===== src/rtl/uart_rx_pkg.sv =====
// Shared definitions for the UART receive path: the stop-field FSM state
// encoding, parameter limits and the counter-width helper.
package uart_rx_pkg;

    // Stop-field checker states
    typedef enum logic [1:0] {
        ST_IDLE  = 2'd0,
        ST_CHECK = 2'd1,
        ST_DONE  = 2'd2
    } state_t;

    localparam int MAX_SAMPLES   = 7;
    localparam int MAX_STOP_BITS = 2;

    // Bits needed to hold the values 0..n-1; never less than one bit.
    function automatic int cnt_width(input int n);
        if (n <= 1) begin
            return 1;
        end
        return $clog2(n);
    endfunction

endpackage


===== src/rtl/stop_bit_voter.sv =====
// Per-stop-bit majority voter. Counts accepted oversample strobes and the ones
// among them. On the last strobe of a bit it raises bit_done for that cycle,
// with bit_ok giving the vote including the current sample, and clears itself
// ready for the next bit.
//
// Handshake: a sample is taken on every cycle where enable && sample_valid.
// There is no back-pressure; the voter accepts one sample per cycle.
module stop_bit_voter
    import uart_rx_pkg::*;
#(
    parameter int SAMPLES = 3
) (
    input  logic clock,
    input  logic reset,
    input  logic clear,
    input  logic enable,
    input  logic sample_valid,
    input  logic data_in,
    output logic bit_done,
    output logic bit_ok
);

    localparam int SW = cnt_width(SAMPLES);
    localparam int OW = cnt_width(SAMPLES + 1);
    localparam logic [SW-1:0] LAST_SAMPLE = SW'(SAMPLES - 1);
    localparam logic [OW:0]   THRESHOLD   = (OW + 1)'((SAMPLES + 1) / 2);

    logic [SW-1:0] r_sample_cnt;
    logic [OW-1:0] r_ones_cnt;
    logic          w_take;
    logic          w_last;
    logic [OW:0]   w_ones_next;

    assign w_take      = enable & sample_valid;
    assign w_last      = (r_sample_cnt == LAST_SAMPLE);
    assign w_ones_next = {1'b0, r_ones_cnt} + (OW + 1)'(data_in);
    assign bit_done    = w_take & w_last;
    assign bit_ok      = (w_ones_next >= THRESHOLD);

    // Accumulate samples for the current bit; restart on clear or bit end
    always_ff @(posedge clock) begin
        if (reset || clear) begin
            r_sample_cnt <= '0;
            r_ones_cnt   <= '0;
        end else if (w_take) begin
            if (w_last) begin
                r_sample_cnt <= '0;
                r_ones_cnt   <= '0;
            end else begin
                r_sample_cnt <= r_sample_cnt + SW'(1);
                r_ones_cnt   <= w_ones_next[OW-1:0];
            end
        end
    end

endmodule


===== src/rtl/stop_frame_check.sv =====
// UART stop-field checker. Votes each of STOP_BITS stop bits over SAMPLES
// oversample strobes and reports a registered framing verdict plus a one-cycle
// done pulse. The saturating framing-error counter is compiled in only when
// STOP_CHECK_ERR_COUNT_EN is defined; otherwise err_count reads 0 and
// err_count_clear is ignored, with the port list unchanged.
//
// Handshake: start is a one-cycle strobe accepted in any state (it restarts an
// active field). sample_valid qualifies data_in and is only honoured in CHECK,
// and not on the cycle start is accepted. There is no back-pressure.
module stop_frame_check
    import uart_rx_pkg::*;
#(
    parameter int STOP_BITS = 1,
    parameter int SAMPLES   = 3,
    parameter int CNT_WIDTH = 8
) (
    input  logic                 clock,
    input  logic                 reset,
    input  logic                 start,
    input  logic                 sample_valid,
    input  logic                 data_in,
    input  logic                 err_count_clear,
    output logic                 busy,
    output logic                 done,
    output logic                 stop_error,
    output logic [CNT_WIDTH-1:0] err_count,
    output state_t               dbg_state
);

    if (STOP_BITS < 1 || STOP_BITS > MAX_STOP_BITS) begin : g_bad_stop_bits
        $fatal(1, "stop_frame_check: STOP_BITS must be 1 or 2");
    end
    if (SAMPLES < 1 || SAMPLES > MAX_SAMPLES || (SAMPLES % 2) == 0) begin : g_bad_samples
        $fatal(1, "stop_frame_check: SAMPLES must be odd and in 1..7");
    end
    if (CNT_WIDTH < 1) begin : g_bad_cnt_width
        $fatal(1, "stop_frame_check: CNT_WIDTH must be at least 1");
    end

    localparam int BW = cnt_width(MAX_STOP_BITS);
    localparam logic [BW-1:0] LAST_BIT = BW'(STOP_BITS - 1);

    state_t        r_state;
    state_t        w_next_state;
    logic [BW-1:0] r_bit_cnt;
    logic          r_frame_fail;
    logic          r_stop_error;
    logic          w_voter_en;
    logic          w_bit_done;
    logic          w_bit_ok;
    logic          w_enter_done;
    logic          w_frame_error;

    // Samples count only in CHECK and never on the cycle a start is taken
    assign w_voter_en    = (r_state == ST_CHECK) && !start;
    assign w_enter_done  = w_bit_done && (r_bit_cnt == LAST_BIT);
    assign w_frame_error = r_frame_fail | ~w_bit_ok;

    stop_bit_voter #(
        .SAMPLES(SAMPLES)
    ) u_voter (
        .clock        (clock),
        .reset        (reset),
        .clear        (start),
        .enable       (w_voter_en),
        .sample_valid (sample_valid),
        .data_in      (data_in),
        .bit_done     (w_bit_done),
        .bit_ok       (w_bit_ok)
    );

    // State register
    always_ff @(posedge clock) begin
        if (reset) begin
            r_state <= ST_IDLE;
        end else begin
            r_state <= w_next_state;
        end
    end

    // Next-state logic; start always (re)enters CHECK
    always_comb begin
        w_next_state = r_state;
        case (r_state)
            ST_IDLE: begin
                if (start) begin
                    w_next_state = ST_CHECK;
                end
            end
            ST_CHECK: begin
                if (start) begin
                    w_next_state = ST_CHECK;
                end else if (w_enter_done) begin
                    w_next_state = ST_DONE;
                end
            end
            ST_DONE: begin
                w_next_state = start ? ST_CHECK : ST_IDLE;
            end
            default: begin
                w_next_state = ST_IDLE;
            end
        endcase
    end

    // Moore outputs decoded from the registered state
    always_comb begin
        busy      = 1'b0;
        done      = 1'b0;
        dbg_state = r_state;
        case (r_state)
            ST_CHECK: busy = 1'b1;
            ST_DONE:  done = 1'b1;
            default:  ;
        endcase
    end

    // Stop-bit index within the field
    always_ff @(posedge clock) begin
        if (reset || start) begin
            r_bit_cnt <= '0;
        end else if (w_bit_done) begin
            if (r_bit_cnt == LAST_BIT) begin
                r_bit_cnt <= '0;
            end else begin
                r_bit_cnt <= r_bit_cnt + BW'(1);
            end
        end
    end

    // Sticky failure flag for the field in progress
    always_ff @(posedge clock) begin
        if (reset || start) begin
            r_frame_fail <= 1'b0;
        end else if (w_bit_done && !w_bit_ok) begin
            r_frame_fail <= 1'b1;
        end
    end

    // Verdict captured on entry to DONE and held until the next one
    always_ff @(posedge clock) begin
        if (reset) begin
            r_stop_error <= 1'b0;
        end else if (w_enter_done) begin
            r_stop_error <= w_frame_error;
        end
    end

    assign stop_error = r_stop_error;

`ifdef STOP_CHECK_ERR_COUNT_EN
    localparam logic [CNT_WIDTH-1:0] CNT_MAX = '1;

    logic [CNT_WIDTH-1:0] r_err_count;

    // Saturating framing-error count; clear has priority over an increment
    always_ff @(posedge clock) begin
        if (reset || err_count_clear) begin
            r_err_count <= '0;
        end else if (w_enter_done && w_frame_error && (r_err_count != CNT_MAX)) begin
            r_err_count <= r_err_count + CNT_WIDTH'(1);
        end
    end

    assign err_count = r_err_count;
`else
    logic w_unused_clear;

    assign w_unused_clear = err_count_clear;
    assign err_count      = '0;
`endif

endmodule


===== config.mk =====
export PLATFORM = sky130hd
export DESIGN_NAME = stop_frame_check
export DESIGN_NICKNAME = d
export VERILOG_FILES = /design/src/rtl/uart_rx_pkg.sv /design/src/rtl/stop_bit_voter.sv /design/src/rtl/stop_frame_check.sv
export SDC_FILE = /design/constraint.sdc
export NUM_CORES = 1
export LEC_CHECK = 0
export ABC_AREA = 1
export BUFFER_PORTS_ARGS = -buffer_cell sky130_fd_sc_hd__buf_4
export CORE_AREA = 10 10 47 49
export CTS_BUF_LIST = sky130_fd_sc_hd__clkbuf_4
export DETAILED_ROUTE_END_ITERATION = 12
export DIE_AREA = 0 0 57 59
export GPL_TIMING_DRIVEN = 0
export PLACE_DENSITY_LB_ADDON = 0.2
export SETUP_SLACK_MARGIN = 0.3
export SLEW_MARGIN = 40
export SYNTH_ARGS = -nofsm -noshare
export SYNTH_HDL_FRONTEND = slang
export SYNTH_SLANG_ARGS = --single-unit

===== constraint.sdc =====
create_clock -name clock -period 3.06 [get_ports clock]
set_input_delay 0.306 -clock clock [delete_from_list [all_inputs] [get_ports clock]]
set_output_delay 0.306 -clock clock [all_outputs]
set_load 0.01 [all_outputs]

# [Yosys cells after proc, flatten, opt, wreduce, memory -nomap -nowiden]
# Cells that the tools add are included.
[totals] regBits=9 output_inout_bits=13 elab_cells=38
[op_classes] add_sub_neg=3 order_cmp=1 eq_ne=5 n_mux=10 bitwise_logic=5 reduce_logical=8
[ops] op="2-to-1 mux 2 bit" count=5
[ops] op="case mux 2 bit (3 select lines)" count=1
[ops] op="equality test 2 bit (second input constant)" count=2
[ops] op="2-to-1 mux 1 bit" count=4
[ops] op="adder 2 x 1 -> 3 bit" count=1
[ops] op="greater-or-equal comparator 3 x 2 -> 1 bit (second input constant)" count=1
[ops] op="logical AND 1 bit" count=3
[ops] op="inequality test 3 bit (second input constant)" count=1
[ops] op="adder 2 x 1 -> 2 bit (second input constant)" count=1
[ops] op="bitwise AND 1 bit" count=2
[ops] op="equality test 2 x 1 -> 1 bit (second input constant)" count=1
[ops] op="zero test 1 bit" count=2
[ops] op="zero test 2 bit" count=1
[ops] op="inequality test 2 bit (second input constant)" count=1
[ops] op="inverter 1 bit" count=2
[ops] op="AND reduction 2 bit" count=1
[ops] op="adder 1 bit (second input constant)" count=1
[ops] op="logical OR 1 bit" count=1
[ops] op="bitwise OR 1 bit" count=1

# [Longest topological paths before layout]
# Gate-level depths: netlist of the first run.
[depth] depth_word=8 depth_mapped=8 mapped_depth_nobuf=8

# [Modules after synthesis]
# A second synthesis of the first run with hierarchy kept.
[unflattened] cells_unflattened=73 area_unflattened_um2=483.0
[modules_own_cells] module="stop_bit_voter" n_inst=1 cells_per_inst=37 area_each_um2=245.2 seq_area_each_um2=80.1
[modules_own_cells] module="stop_frame_check" n_inst=1 cells_per_inst=36 area_each_um2=237.7 seq_area_each_um2=80.1

# [Worst setup path after synthesis of the first run]
# No wires, ideal clock.
[synth_path] kind="register -> register" from="register u_voter.r_ones_cnt[0]" to="register r_stop_error, in the netlist stop_error" arrival_time_ps=1049 t_required_ps=2947 slack_ps=1898 stages_incl_launch_ff=9 path_buffers=0 period_less_slack_ps=1162 path_cell_list="dfxtp_1 > ha_1 > inv_1 > ha_1 > nand2_1 > nand2_1 > nand2_1 > nor2_1 > nor2_1"
[synth_between] elab_chain_cells=4
[synth_lines] element="start, declared" line="stop_bit_voter.sv:29" source="logic [OW-1:0] r_ones_cnt;"
[synth_lines] element="start signal, assigned" line="stop_bit_voter.sv:51" source="r_ones_cnt <= w_ones_next[OW-1:0];"
[synth_lines] element="adder 2 x 1 -> 3 bit" line="stop_bit_voter.sv:36" source="assign w_ones_next = {1'b0, r_ones_cnt} + (OW + 1)'(data_in);"
[synth_lines] element="greater-or-equal comparator 3 x 2 -> 1 bit" line="stop_bit_voter.sv:38" source="assign bit_ok = (w_ones_next >= THRESHOLD);"
[synth_lines] element="inverter 1 bit" line="stop_frame_check.sv:57" source="assign w_frame_error = r_frame_fail | ~w_bit_ok;"
[synth_lines] element="bitwise OR 1 bit" line="stop_frame_check.sv:57"
[synth_lines] element="end signal, assigned" line="stop_frame_check.sv:145" source="r_stop_error <= w_frame_error;"
[synth_lines] element="end, declared" line="stop_frame_check.sv:47" source="logic r_stop_error;"
# No other way between the ends.
# A chain may end at the register's enable or synchronous reset.

# [Worst setup path in the final report of the first run]
# Ends and elaborated chain as after synthesis.

==> results of run 1 <==
cells in the mapped netlist:
cell                      instances
sky130_fd_sc_hd__nand2_2          2
sky130_fd_sc_hd__inv_4            1
sky130_fd_sc_hd__o21ai_0          1
sky130_fd_sc_hd__inv_2            1
sky130_fd_sc_hd__nor2_1          16
sky130_fd_sc_hd__nand2_1         15
sky130_fd_sc_hd__conb_1           1
sky130_fd_sc_hd__ha_1             3
sky130_fd_sc_hd__buf_4            8
sky130_fd_sc_hd__nor2_4           1
sky130_fd_sc_hd__nand3_2          1
sky130_fd_sc_hd__inv_1            9
sky130_fd_sc_hd__dfxtp_1          8
sky130_fd_sc_hd__a21oi_1          2
sky130_fd_sc_hd__o21ai_1          2
state kept, by name, indices dropped and copies added (netlist names):
signal,flops
stop_error,1
r_frame_fail,1
dbg_state,2
u_voter.r_sample_cnt,2
u_voter.r_ones_cnt,2
worst paths after layout:
path / endpoint / depth (start not counted)
min reg2reg: r_frame_fail / 2
min: dbg_state[0] / 2
max: stop_error / 8
max reg2reg: stop_error / 8
stage by stage:
stage	setup slack (ps)	util	hold WS, ps	power (W)
after floorplan	1900	-	375	0.000135
after global placement	1710	0.424	437	0.000145
after detailed placement	1720	0.424	455	0.000145
after CTS	1790	0.440	221	0.000227
after global routing	1730	0.440	222	0.000240
final	1790	0.440	225	0.000224
cells in the final DEF (no fill, tap or decap):
cell type                  count
sky130_fd_sc_hd__a21oi_1       2
sky130_fd_sc_hd__buf_4        17
sky130_fd_sc_hd__clkbuf_4      3
sky130_fd_sc_hd__conb_1        8
sky130_fd_sc_hd__dfxtp_1       8
sky130_fd_sc_hd__ha_1          3
sky130_fd_sc_hd__inv_1         9
sky130_fd_sc_hd__inv_2         1
sky130_fd_sc_hd__inv_4         1
sky130_fd_sc_hd__nand2_1      15
sky130_fd_sc_hd__nand2_2       2
sky130_fd_sc_hd__nand3_2       1
sky130_fd_sc_hd__nor2_1       16
sky130_fd_sc_hd__nor2_4        1
sky130_fd_sc_hd__o21ai_0       1
sky130_fd_sc_hd__o21ai_1       2
area by class of cell:
type,count,area share
multi-input combinational,51,0.394
sequential,8,0.260
timing repair buffer,9,0.110
buffer,8,0.0974
inverter,11,0.0710
clock buffer,3,0.0365
tap,16,0.0325
power by group:
group	leakage, nW	internal, W	total (W)	switching [W]
Clock	0.0138	0.0000449	0.0000805	0.0000357
Sequential	0.0648	0.000106	0.000108	0.00000154
Combinational	0.248	0.0000173	0.0000359	0.0000186
routing by layer:
metal,vias to the layer above,wire (um),track usage
met3,4,98,0.0322
met4,0,21,0.0604
met1,175,343,0.0432
li1,236,-,-
met2,10,433,0.0868
met5,-,0,0
cells by family (layout without fill, tap and decap cells):
| kind of cell | after synthesis | count (layout) | share of synthesized area |
|---|---|---|---|
| AO/OA/AOI/OAI | 5 | 5 | 0.0521 |
| adder cells (fa/ha/maj) | 3 | 3 | 0.0781 |
| buffers and inverters | 19 | 31 | 0.216 |
| flip-flops | 8 | 8 | 0.333 |
| other | 1 | 8 | 0.00781 |
| AND/OR/NAND/NOR | 35 | 35 | 0.312 |
critical path: cells and delay by family (launching register included):
family / cells / cell delay, ps
flops: 1 / 330
fa+ha+maj: 2 / 440
simple gates: 5 / 340
buf+inv: 1 / 50
==> metrics.log, run 1 <==
[metrics] result of the run: finished clean
[metrics] area taken by flip-flops and latches: 160 um2
[metrics] I/O pin cnt: 19
[metrics] cell area after placement: 594 um2
[metrics] total number of nets in the final design: 101
[metrics] detailed placement HPWL: 780 um
[metrics] critical path data required time: 3200 ps
[metrics] portion of the post-synthesis area used by sequential elements: 0.333
[metrics] combined area of the multi-input logic cells: 243 um2
[metrics] total of flip-flops plus latches after synthesis: 8
[metrics] effective utilization at floorplan: 0.343
[metrics] number of detailed-route iterations in the first pass: 3
[metrics] TritonCTS buffer count: 3
[metrics] startpoint of the lowest-slack hold path: reset
[metrics] Resize count post-CTS: 0
[metrics] top cells by area, synth: sky130_fd_sc_hd__dfxtp_1 33%, sky130_fd_sc_hd__buf_4 13%, sky130_fd_sc_hd__nor2_1 13%
[metrics] total routing usage reported by global routing: 0.0542
[metrics] delay of the slowest cell on the worst path: 330 ps
[metrics] Critical Path Start: u_voter.r_ones_cnt[0]
[metrics] number of standard cells in the final layout excluding fillers: 106
[metrics] final clock skew: 6.99 ps
[metrics] critical path startpoint category: register
[metrics] largest vdd supply drop: 0.000189 V
[metrics] Placer Congestion: 0.710
[metrics] CTS hold repair buffers: 0
[metrics] final hold vios: 0
[metrics] Cell Rows: 14
[metrics] First DRT Iteration DRCs: 2
[metrics] count of antenna-violating nets left after detailed routing: 0
[metrics] clock-pin slew on the worst setup and hold paths: 60 ps
[metrics] distinct cell type count of the synthesized netlist: 15
[metrics] placed cell count: 103
[metrics] crit path cell chain: ha_1 > inv_1 > ha_1 > nand2_1 > nand2_1 > nand2_1 > nor2_1 > nor2_1
[metrics] post-DR wirelength/cell: 8.45 um
[metrics] YS warnings: 0
[metrics] unrepaired setup endpoints after global routing: false
[metrics] I/O Buffers: 9
[metrics] Die Y: 59 um
[metrics] Post-Synthesis Cells: 71
[metrics] H-tree depth: 1
[metrics] FF-to-FF Start: u_voter.r_ones_cnt[0]
[metrics] grt ovf: 0
[metrics] Total Die Area: 0.00336 mm2
[metrics] Arr. time, crit path: 1420 ps
[metrics] number of max-cap violations: 0
[metrics] synthesis-to-layout area growth: 28.4%
[metrics] area of the mapped netlist: 480 um2
[metrics] minimum setup slack among reg-to-reg paths: 1790 ps
[metrics] global-route wire length before repair: 1440 um
[metrics] post-route setup TNS: 0 ps
[metrics] Root Buffer: sky130_fd_sc_hd__clkbuf_4
[metrics] endpoint class of the critical path: register
[metrics] PD cells: 363 mW/mm2
[metrics] post-route design area: 617 um2
[metrics] Synth area leader: sky130_fd_sc_hd__dfxtp_1
[metrics] sink count of the clock tree: 8
[metrics] f_max: 785 MHz
[metrics] final clock period utilization by the worst path: 0.417
[metrics] filler cell count: 166
[metrics] Pleak: 0.327 nW
[metrics] post-layout min period: 1270 ps
[metrics] clock latency on the worst-skew pair: 250 ps
[metrics] initial antenna violation count: 0
[metrics] TritonCTS clock tree: done
[metrics] class of the tightest hold or removal check: in -> reg
[metrics] CP most frequent cell: sky130_fd_sc_hd__nand2_1
[metrics] number of setup buffers added after CTS: 0
[metrics] setup violation total in the final timing report: 0
[metrics] Antenna Cells: 0
[metrics] vias after detailed routing: 425
[metrics] horizontal die dimension: 57 um
[metrics] detailed-route vias per instance: 4.01
[metrics] share of layout cells above drive strength 1: 0.289
[metrics] buffers from clock root to sink, at most: 2
[metrics] pins over their slew limit: 0
[metrics] number of global-route vias before repair: 385
[metrics] top fanout value on the critical path: 2
[metrics] share of the synthesized area in the top cell type: 0.333
[metrics] critical path class: reg -> reg
[metrics] Critical-path top delay cell: sky130_fd_sc_hd__dfxtp_1
[metrics] final WL: 896 um
[metrics] mean cell area of the mapped netlist: 6.77 um2
[metrics] count of unresolved DRC violations after routing: 0
[metrics] pin count of the biggest net entering global routing: 7
[metrics] area of the core region: 0.00140 mm2
Power figures use the tool's default switching activity.
==> run 2: changes to the inputs <==
==> constraint.sdc (replaced) <==
create_clock -name clock -period 1.05 [get_ports clock]
set_input_delay 0.105 -clock clock [delete_from_list [all_inputs] [get_ports clock]]
set_output_delay 0.105 -clock clock [all_outputs]
set_load 0.01 [all_outputs]
==> metrics.log, run 2 (synthesis results as in run 1) <==
[metrics] result of the run: finished with violations
[metrics] violated checks: negative setup slack
[metrics] delay of the slowest cell on the worst path: 350 ps (+20 ps)
[metrics] final WL: 1000 um (+12%)
[metrics] pin count of the biggest net entering global routing: 7 (unchanged)
[metrics] sink count of the clock tree: 8 (unchanged)
[metrics] number of global-route vias before repair: 415 (+7.8%)
[metrics] detailed placement HPWL: 760 um (-2.5%)
[metrics] synthesis-to-layout area growth: 49.2%
[metrics] combined area of the multi-input logic cells: 303 um2 (+25%)
[metrics] critical path class: reg -> reg
[metrics] CP most frequent cell: sky130_fd_sc_hd__nand2_2
[metrics] Root Buffer: sky130_fd_sc_hd__clkbuf_4
[metrics] Total Die Area: 0.00336 mm2 (unchanged)
[metrics] final clock period utilization by the worst path: 1.12 (+0.702)
[metrics] final standard cell utilization of the core: 0.512 (+0.0714)
[metrics] number of detailed-route iterations in the first pass: 2 (-1)
[metrics] number of max-cap violations: 0 (unchanged)
[metrics] critical path data required time: 1190 ps (-2010 ps)
[metrics] unrepaired setup endpoints after global routing: true
[metrics] initial antenna violation count: 0 (unchanged)
[metrics] endpoint class of the critical path: register
[metrics] crit path cell chain: ha_4 > inv_4 > ha_4 > nand2_2 > nand2_2 > nand2_2 > nor2_2 > nor2_1
[metrics] final clock skew: 3.45 ps (-3.54 ps)
[metrics] critical path startpoint category: register
[metrics] Antenna Cells: 0 (unchanged)
[metrics] post-route setup slack: -125 ps (-1910 ps)
[metrics] detailed-route vias per instance: 4.01 (about the same)
[metrics] Placer Congestion: 0.701 (-1.2%)
[metrics] horizontal die dimension: 57 um (unchanged)
[metrics] area of the core region: 0.00140 mm2 (unchanged)
[metrics] count of unresolved DRC violations after routing: 0 (unchanged)
[metrics] filler cell count: 140 (-16%)
[metrics] pins over their slew limit: 0 (unchanged)
[metrics] final hold vios: 0 (unchanged)
[metrics] most frequent cells in the layout: 17 x sky130_fd_sc_hd__buf_4, 12 x sky130_fd_sc_hd__nor2_1, 11 x sky130_fd_sc_hd__nand2_1, 8 x sky130_fd_sc_hd__conb_1, 6 x sky130_fd_sc_hd__inv_1
[metrics] Cell Rows: 14 (unchanged)
[metrics] global-route wire length before repair: 1680 um (+16%)
[metrics] top fanout value on the critical path: 2 (unchanged)
[metrics] area taken by flip-flops and latches: 164 um2 (+2.3%)
[metrics] I/O Buffers: 9 (unchanged)
[metrics] final-layout worst hold slack: 29.0 ps (-196 ps)
[metrics] total routing usage reported by global routing: 0.0647 (+0.0105)
[metrics] effective utilization at floorplan: 0.343 (unchanged)
[metrics] most common library cell in the layout ignoring fill and taps: sky130_fd_sc_hd__buf_4
[metrics] PD cells: 935 mW/mm2 (+160%)
[metrics] share of layout cells above drive strength 1: 0.495 (+0.206)
[metrics] largest vdd supply drop: 0.000576 V (+210%)
[metrics] Pleak: 0.344 nW (+5.3%)
[metrics] Die Y: 59 um (unchanged)
[metrics] TritonCTS clock tree: done
[metrics] Critical-path top delay cell: sky130_fd_sc_hd__dfxtp_2
[metrics] class of the tightest hold or removal check: in -> reg
[metrics] Arr. time, crit path: 1320 ps (-100 ps)
[metrics] H-tree depth: 1 (unchanged)
[metrics] post-DR wirelength/cell: 9.19 um (+8.8%)
[metrics] TritonCTS buffer count: 3 (unchanged)
[metrics] grt ovf: 0 (unchanged)
[metrics] I/O pin cnt: 19 (unchanged)
[metrics] f_max: 851 MHz (+8.5%)
[metrics] count of antenna-violating nets left after detailed routing: 0 (unchanged)
[metrics] setup violation total in the final timing report: 3 (+3)
[metrics] post-layout min period: 1170 ps (-99.6 ps)
[metrics] total number of nets in the final design: 104 (+3.0%)
[metrics] buffers from clock root to sink, at most: 2 (unchanged)
[metrics] vias after detailed routing: 437 (+2.8%)
[metrics] clock latency on the worst-skew pair: 250 ps (about the same)
[metrics] clock-pin slew on the worst setup and hold paths: 60 ps (about the same)
[metrics] First DRT Iteration DRCs: 1 (-1)
[run 2: cell types whose count changed in the layout (fill, tap and decap cells not counted), sizes merged]
cell  previous run  this run
buf             17        20
[run 2: final cells by class]
cell class	count	area share
inverter	11	0.0646
clock buffer	3	0.0314
tap	16	0.0279
buffer	8	0.0838
sequential	8	0.229
timing repair buffer	12	0.141
multi-input combinational	51	0.422
[run 2: worst max-delay path, delay by kind of cell, from the launching register on]
kind | cells | cell delay (ps)
flops | 1 | 350
fa+ha+maj | 2 | 400
buf+inv | 1 | 40
simple gates | 5 | 270
[run 2: stage by stage]
| stage | TNS (ps) | power (W) | std cells | worst slack (ps) | instance area [um2] |
|---|---|---|---|---|---|
| 2_1_floorplan | -244 | 0.000393 | 78 | -106 | 513 |
| 3_3_place_gp | -454 | 0.000424 | 103 | -206 | 601 |
| 3_5_place_dp | -459 | 0.000425 | 103 | -196 | 601 |
| 4_1_cts | -284 | 0.000675 | 107 | -170 | 679 |
| 5_1_grt | -558 | 0.000728 | 109 | -207 | 717 |
| 6_report | -259 | 0.000670 | 109 | -125 | 717 |
[run 2: power breakdown]
group	total (W)	switching, W	internal [W]	leakage, nW
registers	0.000316	0.00000652	0.000310	0.0661
clock network	0.000233	0.000102	0.000131	0.0138
logic	0.000121	0.0000611	0.0000601	0.264
total	0.000670	0.000170	0.000500	0.344
[run 2: routing by layer]
metal | up-vias | share of wire | GRT usage
li1 | 238 | - | -
met1 | 190 | 0.38 | 0.0530
met2 | 7 | 0.53 | 0.110
met3 | 2 | 0.071 | 0.0343
met4 | 0 | 0.013 | 0.0604
met5 | - | 0 | 0
[run 2: what timing repair did]
| action | 4_1_cts | 5_1_grt |
|---|---|---|
| buffers inserted | 1 | 2 |
| gates resized for setup | 12 | 8 |
| pin swaps | 11 | 9 |
| endpoints found under the setup margin | 13 | 13 |
| hold buffers | 0 | 0 |
[run 2: final timing paths]
path                            cells after the start                  start            to  slack (ps)
worst max register to register                      8  u_voter.r_ones_cnt[0]    stop_error        -120
worst min-delay path                                2                  reset  dbg_state[1]          30
worst max-delay path                                8  u_voter.r_ones_cnt[0]    stop_error        -120
worst min register to register                      2           r_frame_fail  r_frame_fail         470
==> run 3: changes to the inputs <==
--- a/config.mk
+++ b/config.mk
@@ -7,6 +7,7 @@
 export LEC_CHECK = 0
 export ABC_AREA = 1
 export BUFFER_PORTS_ARGS = -buffer_cell sky130_fd_sc_hd__buf_4
+export CAP_MARGIN = 20
 export CORE_AREA = 10 10 47 49
 export CTS_BUF_LIST = sky130_fd_sc_hd__clkbuf_4
 export DETAILED_ROUTE_END_ITERATION = 12
==> constraint.sdc (replaced) <==
create_clock -name clock -period 1 [get_ports clock]
set_input_delay 0.1 -clock clock [delete_from_list [all_inputs] [get_ports clock]]
set_output_delay 0.1 -clock clock [all_outputs]
set_load 0.01 [all_outputs]
==> metrics.log, run 3 (synthesis results as in run 1) <==
[metrics] post-route setup slack: -175 ps (-49.8 ps)
[metrics] pre-CTS setup slack: -246 ps (-50.0 ps)
[metrics] post-DR wirelength/cell: 9.29 um (+1.1%)
[metrics] share of layout cells above drive strength 1: 0.500 (+0.00538)
[metrics] top fanout value on the critical path: 2 (unchanged)
[metrics] internal power: 0.000532 W (+6.2%)
[metrics] number of standard cells in the final layout excluding fillers: 110 (+0.92%)
[metrics] Pleak: 0.351 nW (+2.1%)
[metrics] final hold vios: 0 (unchanged)
[metrics] met3 Track Usage GR: 0.0343 (unchanged)
[metrics] number of max-cap violations: 0 (unchanged)
[metrics] CTS hold repair buffers: 0 (unchanged)
[metrics] horizontal die dimension: 57 um (unchanged)
[metrics] detailed placement HPWL: 760 um (unchanged)
[metrics] clock latency on the worst-skew pair: 250 ps (about the same)
[metrics] total number of nets in the final design: 105 (+0.96%)
[metrics] switch share: 0.254 (+0.000466)
[metrics] TritonCTS buffer count: 3 (unchanged)
[metrics] Placer Congestion: 0.701 (unchanged)
[metrics] final-layout worst hold slack: 18.0 ps (-10.9 ps)
[metrics] final clock period utilization by the worst path: 1.17 (+0.0557)
[metrics] most common library cell in the layout ignoring fill and taps: sky130_fd_sc_hd__buf_4
[metrics] Most Crowded Layer GR: met2
[metrics] Die Y: 59 um (unchanged)
[metrics] I/O pin cnt: 19 (unchanged)
[metrics] share of total power in sequential cells: 0.465 (-0.006)
[metrics] number of global-route vias before repair: 438 (+5.5%)
[metrics] delay of the slowest cell on the worst path: 350 ps (about the same)
[metrics] First DRT Iteration DRCs: 1 (unchanged)
[metrics] Antenna Cells: 0 (unchanged)
[metrics] pins over their slew limit: 0 (unchanged)
[metrics] unrepaired setup endpoints after global routing: true
[metrics] P_sw: 0.000181 W (+6.5%)
[metrics] grt ovf: 0 (unchanged)
[metrics] Arr. time, crit path: 1320 ps (about the same)
[metrics] H-tree depth: 1 (unchanged)
[metrics] Cell Rows: 14 (unchanged)
[metrics] setup violation total in the final timing report: 4 (+1)
[metrics] post-route setup TNS: -425 ps (-167 ps)
[metrics] met1 layer usage reported by global route: 0.0542 (+0.00120)
[metrics] cell family with most CP delay: adder cells
[metrics] Critical-path top delay cell: sky130_fd_sc_hd__dfxtp_2
[metrics] violated checks: negative setup slack
[metrics] class of the tightest hold or removal check: in -> reg
[metrics] critical path class: reg -> reg
[metrics] count of unresolved DRC violations after routing: 0 (unchanged)
[metrics] CP most frequent cell: sky130_fd_sc_hd__nand2_2
[metrics] buffers from clock root to sink, at most: 2 (unchanged)
[metrics] largest vdd supply drop: 0.000597 V (+3.8%)
[metrics] area of the core region: 0.00140 mm2 (unchanged)
[metrics] overall power of the completed layout: 0.000713 W (+6.3%)
[metrics] I/O Buffers: 9 (unchanged)
[metrics] initial antenna violation count: 0 (unchanged)
[metrics] number of detailed-route iterations in the first pass: 2 (unchanged)
[metrics] total routing usage reported by global routing: 0.0665 (+0.00174)
[metrics] share of power burned in combinational logic: 0.189 (+0.008)
[metrics] critical path data required time: 1150 ps (-40 ps)
[metrics] effective utilization at floorplan: 0.343 (unchanged)
[metrics] sink count of the clock tree: 8 (unchanged)
[metrics] final WL: 1020 um (+2.0%)
[metrics] Clock power frac: 0.345 (-0.003)
[metrics] final clock skew: 0.474 ps (-2.97 ps)
[metrics] count of antenna-violating nets left after detailed routing: 0 (unchanged)
[metrics] PD cells: 974 mW/mm2 (+4.1%)
[metrics] met2 track utilization from global routing: 0.115 (+0.00465)
[metrics] global-route wire length before repair: 1750 um (+4.1%)
[metrics] clock-pin slew on the worst setup and hold paths: 60 ps (about the same)
[metrics] critical path startpoint category: register
[metrics] Root Buffer: sky130_fd_sc_hd__clkbuf_4
[metrics] synthesis-to-layout area growth: 52.3%
[metrics] most frequent cells in the layout: 16 x sky130_fd_sc_hd__buf_4, 12 x sky130_fd_sc_hd__nor2_1, 11 x sky130_fd_sc_hd__nand2_1, 8 x sky130_fd_sc_hd__conb_1, 6 x sky130_fd_sc_hd__inv_1
[metrics] detailed-route vias per instance: 4.05 (+1.1%)
[metrics] pin count of the biggest net entering global routing: 7 (unchanged)
[metrics] endpoint class of the critical path: register
[metrics] f_max: 851 MHz (about the same)
[metrics] post-layout min period: 1170 ps (-0.202 ps)
[metrics] buffers plus inverters on the worst setup path: 1 (unchanged)
[metrics] Total Die Area: 0.00336 mm2 (unchanged)
[metrics] placed cell count: 103 (unchanged)
[metrics] crit path cell chain: ha_4 > inv_4 > ha_4 > nand2_2 > nand2_2 > nand2_2 > nor2_2 > nor2_1
[metrics] TritonCTS clock tree: done
[metrics] result of the run: finished with violations
[metrics] vias after detailed routing: 446 (+2.1%)
run 3: cell type report:
class                           instances  area (um2)
Tap cell                               16        20.0
Inverter                               11        46.3
Clock buffer                            3        22.5
Sequential cell                         8         164
Buffer                                  8        60.1
Timing Repair Buffer                   13         116
Fill cell                             134         669
Multi-Input combinational cell         51         303
run 3: power by group through the flow:
stage | Clock, W | Combinational (W) | Sequential (W)
CTS | 0.000258 | 0.000127 | 0.000331
floorplan | 0 | 0.0000757 | 0.000337
global route | 0.000289 | 0.000151 | 0.000332
detailed placement | 0 | 0.000109 | 0.000337
finish | 0.000246 | 0.000135 | 0.000332
global placement | 0 | 0.000108 | 0.000337
run 3: worst paths after layout:
kind	startpoint	endpoint	slack, ps	cells past startpoint
worst min-delay path	reset	dbg_state[1]	20	2
worst max-delay path	u_voter.r_ones_cnt[0]	stop_error	-170	8
worst min register to register	r_frame_fail	r_frame_fail	470	2
worst max register to register	u_voter.r_ones_cnt[0]	stop_error	-170	8
run 3: worst reg2reg max path, stage by stage (launching register included):
cell and delay (ps):
sky130_fd_sc_hd__dfxtp_2 350, sky130_fd_sc_hd__ha_4 150, sky130_fd_sc_hd__inv_4 40, sky130_fd_sc_hd__ha_4 250, sky130_fd_sc_hd__nand2_2 40, sky130_fd_sc_hd__nand2_2 50, sky130_fd_sc_hd__nand2_2 50, sky130_fd_sc_hd__nor2_2 80
sky130_fd_sc_hd__nor2_1 50
run 3: per-layer routing:
metal  vias to the layer above  wire length (um)
li1                        240                 -
met1                       197               392
met2                         7               547
met3                         2                68
met4                         0                13
met5                         -                 0
run 3: repair_timing:
item                       4_1_cts  5_1_grt
pin swaps                       11        9
gates resized for setup         14        8
buffers inserted                 2        2
setup endpoints to repair       13       13
run 3: through the flow:
stage	instance area, um2	utilization
floorplan	513	-
global placement	601	0.429
detailed placement	601	0.429
CTS	694	0.496
global route	732	0.522
finish	732	0.522
